**config.mk**
```make
export PLATFORM = sky130hd
export DESIGN_NAME = dest_drain_arbiter
export DESIGN_NICKNAME = d
export VERILOG_FILES = /design/src/rtl/dest_drain_arbiter.sv
export SDC_FILE = /design/constraint.sdc
export NUM_CORES = 1
export LEC_CHECK = 0
export ABC_CLOCK_PERIOD_IN_PS = 4880
export CAP_MARGIN = 20
export CORE_ASPECT_RATIO = 1.2
export CORE_MARGIN = 2
export CORE_UTILIZATION = 34
export CTS_BUF_LIST = sky130_fd_sc_hd__clkbuf_16
export DETAILED_ROUTE_END_ITERATION = 10
export PLACE_DENSITY = 0.67
export SKIP_LAST_GASP = 1
export SYNTH_ARGS = -nofsm -noshare
export SYNTH_HDL_FRONTEND = slang
export SYNTH_SLANG_ARGS = --single-unit
```
**constraint.sdc**
```tcl
create_clock -name clk -period 4.88 [get_ports clk]
set_clock_uncertainty 0.05 [all_clocks]
set_input_delay 1.464 -clock clk [delete_from_list [all_inputs] [get_ports clk]]
set_output_delay 1.464 -clock clk [all_outputs]
set_load 0.1 [all_outputs]
```
**src/rtl/dest_drain_arbiter.sv**
```systemverilog
// Egress stage: pops the D0/D1 destination FIFOs, arbitrates and merges them into one
// destination-tagged valid/ready stream. Define STRICT_PRIO_D0_EN for strict D0 priority.
module dest_drain_arbiter #(
  parameter int BW         = 6,
  parameter int OUTQ_DEPTH = 4,
  parameter int CW         = 8
) (
  input  logic          clk,
  input  logic          reset,
  input  logic          enable,
  input  logic          D0_empty,
  input  logic [BW-1:0] D0_data_out,
  input  logic          D1_empty,
  input  logic [BW-1:0] D1_data_out,
  output logic          D0_rd,
  output logic          D1_rd,
  output logic [BW-1:0] data_out,
  output logic          dest_out,
  output logic          valid_out,
  input  logic          out_ready,
  output logic [CW-1:0] cnt_D0,
  output logic [CW-1:0] cnt_D1,
  output logic          idle
);

  localparam int AW = $clog2(OUTQ_DEPTH);
  localparam logic [AW:0] QDepth = OUTQ_DEPTH[AW:0];

  typedef enum logic [1:0] {IDLE, RUN, STOP} state_e;

  state_e        state_q;
  logic [BW:0]   mem_q [OUTQ_DEPTH];
  logic [AW-1:0] wrPtr_q;
  logic [AW-1:0] rdPtr_q;
  logic [AW:0]   occ_q;
  logic [AW:0]   occ_d;
  logic          pend_q;
  logic          pendDest_q;
  logic [CW-1:0] cnt0_q;
  logic [CW-1:0] cnt1_q;
  logic          deq;
  logic          grant0;
  logic          grant1;
  logic          popEn;

  assign valid_out           = (occ_q != '0);
  assign deq                 = valid_out & out_ready;
  assign {dest_out, data_out} = mem_q[rdPtr_q];
  assign cnt_D0              = cnt0_q;
  assign cnt_D1              = cnt1_q;
  assign idle                = (state_q == IDLE);

  // Occupancy after this cycle counts the word still in flight from last cycle's pop,
  // so granting only while it stays below depth can never overflow the queue.
  assign occ_d = occ_q + {{AW{1'b0}}, pend_q} - {{AW{1'b0}}, deq};
  assign popEn = (state_q == RUN) && enable && !reset && (occ_d < QDepth);

  assign D0_rd = popEn & grant0;
  assign D1_rd = popEn & grant1;

`ifdef STRICT_PRIO_D0_EN
  assign grant0 = !D0_empty;
  assign grant1 = D0_empty && !D1_empty;
`else
  logic rr_q;

  always_comb begin
    grant0 = !D0_empty;
    grant1 = !D1_empty;
    if (!D0_empty && !D1_empty) begin
      grant0 = !rr_q;
      grant1 = rr_q;
    end
  end

  // The pointer only moves when both sides actually competed for the grant.
  always_ff @(posedge clk) begin
    if (reset) begin
      rr_q <= 1'b0;
    end else if (popEn && !D0_empty && !D1_empty) begin
      rr_q <= !rr_q;
    end
  end
`endif

  always_ff @(posedge clk) begin
    if (reset) begin
      state_q    <= IDLE;
      wrPtr_q    <= '0;
      rdPtr_q    <= '0;
      occ_q      <= '0;
      pend_q     <= 1'b0;
      pendDest_q <= 1'b0;
      cnt0_q     <= '0;
      cnt1_q     <= '0;
      for (int i = 0; i < OUTQ_DEPTH; i++) begin
        mem_q[i] <= '0;
      end
    end else begin
      case (state_q)
        IDLE: if (enable) state_q <= RUN;
        RUN:  if (!enable) state_q <= STOP;
        STOP: begin
          if (enable) begin
            state_q <= RUN;
          end else if (!pend_q && occ_q == '0) begin
            state_q <= IDLE;
          end
        end
        default: state_q <= IDLE;
      endcase

      pend_q     <= D0_rd | D1_rd;
      pendDest_q <= D1_rd;

      // FIFO read data is valid the cycle after the pop strobe.
      if (pend_q) begin
        mem_q[wrPtr_q] <= {pendDest_q, pendDest_q ? D1_data_out : D0_data_out};
        wrPtr_q        <= wrPtr_q + 1'b1;
      end
      if (deq) begin
        rdPtr_q <= rdPtr_q + 1'b1;
      end
      occ_q <= occ_d;

      if (deq && !dest_out) cnt0_q <= cnt0_q + 1'b1;
      if (deq && dest_out)  cnt1_q <= cnt1_q + 1'b1;
    end
  end

endmodule
```
==> metrics.yaml <==
yosys:
  ys.warnings.count: 0
  synthFlopType: "dfxtp_1"
  synth_edf_count: 28
  synthMuxAreaShare_pct: 11.6
  synth_nets: 264
  synth-simple-area-share_pct: 19.5
  synth_xor_area_share_pct: 1.87
  postSynth.asyncResetShare_pct: 0
  ys_types: 39
  synth_top_family_by_area: "simple AND/OR/NAND/NOR gates"
  ys_seq_area_share_pct: 53.9
  syn_area_um2: 2680
  netlist_instances: 241
  synth-compound-area-share_pct: 6.64
  ys_ff_latch: 58
  avgSynthCellArea_um2: 11.1
  synthAdderAreaFrac_pct: 2.62
routing:
  wl_mm: 5.53
  routedWlPerCell_um: 14.3
  drt-pass1-iter-count: 4
  vias: 1986
  viasPerCell: 5.15
  drcViolationCount: 0
  drtAntennaViolNets: 0
  drt_iter0_drc: 94
timing:
  hold_slack_ns: 0.440
  setup-violations-final: 0
  worst_pin_slew_ns: 0.965
  finalHoldViolations: 0
  slew_viol_final: 0
  relSlewSlack_pct: 35.4
  fmax_mhz: 208
  min_period_over_period_pct: 98.5
  fin_crit_ns: 4.81
cts:
  ctsHoldBuffers: 0
  cts_tree: "done"
  cts.clk_slew.worst_paths_ns: 0.05
  htreeDepth: 3
  cts.sink_count: 58
  clock_path_buffers: 2
  clk_latency_ns: 0.31
  cts_root_buffer: "clkbuf_16"
  cts_made_buffers: 9
layout:
  final_common_cell: "nor2_1"
  drive_gt1_share_pct: 17.0
  finalNetCount: 313
  num_antenna_cells: 0
  layout_common_cells: "45 x nor2_1, 40 x clkdlybuf4s50_1, 30 x dfxtp_1"
  syn_to_final_growth_pct: 34.6
  postLayoutCoreUtil_pct: 47.0
flow_run:
  max-cap-violations: 0
setup_path:
  start_kind: "input port"
  end_kind: "output pin"
  cp.arrival_ns: 3.29
  worstSetupPathType: "input port to output pin"
  critPathRequiredTime_ns: 3.37
  cp_max_fo: 3
floorplan:
  die-area_um2: 8600
  row_count: 35
  coreArea_um2: 7660
  io_pins: 45
  dieHeight_um: 101
  initial_core_util_pct: 34.9
  die_x_um: 85.0
place:
  dp_hpwl_mm: 3.74
  place_congestion: 0.741
  io_buffer_count: 44
power:
  intPower_mw: 1.20
  switching_share_pct: 35.1
  irDropWorstVdd_v: 0.000361
  switchingPower_mw: 0.648
  p_per_area_nw_per_um2: 513
  pwr-share-comb_pct: 32.5
  p_seq_share_pct: 32.9
  power.share.clock_pct: 34.6
  power.leakage_nw: 1.30
global_route:
  grt_use_total_pct: 13.6
  grt_max_degree: 43
  grt-ovfl-total: 0
  grt_pass1_vias: 1962
  antenna_found_initial: 0
  grt_pass1_wl_mm: 9.07
outcome:
  status: "complete, no violations"
min_path:
  hp-class: "flip-flop to flip-flop"
[worst max-delay path, stage by stage]
cell	delay, ns
buf_2	0.12
o31ai_4	0.06
inv_2	0.08
ha_4	0.26
inv_2	0.04
ha_4	0.14
fa_2	0.34
xor3_1	0.24
nand2_2	0.11
nor3_4	0.23
buf_12	0.20
[through the flow]
stage                     setup WS, ns  setup TNS, ns  std cells  instance area [um2]  power, mW
final                           0.0746              0        386                 3600       1.85
after global routing          -0.00141       -0.00141        386                 3600       1.93
after CTS                       0.0183              0        385                 3600       1.87
after detailed placement        -0.324         -0.646        370                 3290       1.22
after global placement          -0.290         -0.580        370                 3290       1.21
after floorplan                 -0.343         -0.686        241                 2750       1.08
[routing by layer]
layer	share of wire (%)	track usage (%)	vias up
met5	0	0	-
met4	2.3	6.72	0
met3	4.4	3.91	14
met2	52	23.7	50
met1	41	15.3	947
li1	-	-	975
[kinds of logic (layout without fill, tap and decap cells)]
group	count (synthesis)	count (layout)
AOI/OAI and AO/OA	28	28
xor gates and xnor gates	4	4
adders and majority gates	5	5
buffers and inverters	24	77
DFF	58	58
muxes	20	20
and+or+nand+nor	102	102
[Yosys cell counts (6+ instances only)]
cell type | instances | area (um2)
a21oi_1 | 11 | 55.1
clkbuf_1 | 8 | 30.0
dfxtp_1 | 30 | 601
edfxtp_1 | 28 | 841
inv_1 | 12 | 45.0
mux2_2 | 8 | 90.1
nand2b_1 | 7 | 43.8
nand4_1 | 7 | 43.8
nor2_1 | 45 | 169
nor2b_1 | 11 | 68.8
o21ai_0 | 6 | 30.0
[power by group through the flow]
stage	combinational (mW)	sequential [mW]	clock, mW
finish	0.601	0.608	0.639
global route	0.639	0.616	0.675
CTS	0.600	0.609	0.659
detailed placement	0.599	0.618	0
global placement	0.592	0.616	0
floorplan	0.449	0.629	0
[sequential cells by signal, summed over array words and instances, names as in the netlist, named ones only]
| register | count |
|---|---|
| cnt_D0 | 8 |
| cnt_D1 | 8 |
| mem_q | 28 |
| occ_q | 3 |
| pendDest_q | 1 |
| pend_q | 1 |
| rdPtr_q | 2 |
| rr_q | 1 |
| state_q | 2 |
| wrPtr_q | 2 |
[area by class of cell]
cell class | instances | area (um2)
Multi-Input combinational cell | 159 | 1190
Inverter | 12 | 45.0
Timing Repair Buffer | 50 | 498
Clock buffer | 9 | 225
Tap cell | 92 | 115
Fill cell | 724 | 4060
Sequential cell | 58 | 1440
Clock inverter | 6 | 82.6
[final timing paths]
path                                 start          to  slack [ns]  depth (start not counted)
worst min-delay path            state_q[1]  state_q[0]        0.44                          1
worst max-delay path             out_ready       D1_rd        0.07                         11
worst min register to register  state_q[1]  state_q[0]        0.44                          1
worst max register to register    occ_q[1]        rr_q        2.43                         10
[what timing repair did]
action / 4_1_cts / 5_1_grt
gates resized for setup: 3 / 1
setup endpoints to repair: 2 / 2
buffers inserted: 0 / 1
hold endpoints to repair: 0 / 0
pin swaps: 2 / 1
(Power assumes the default switching activity.)
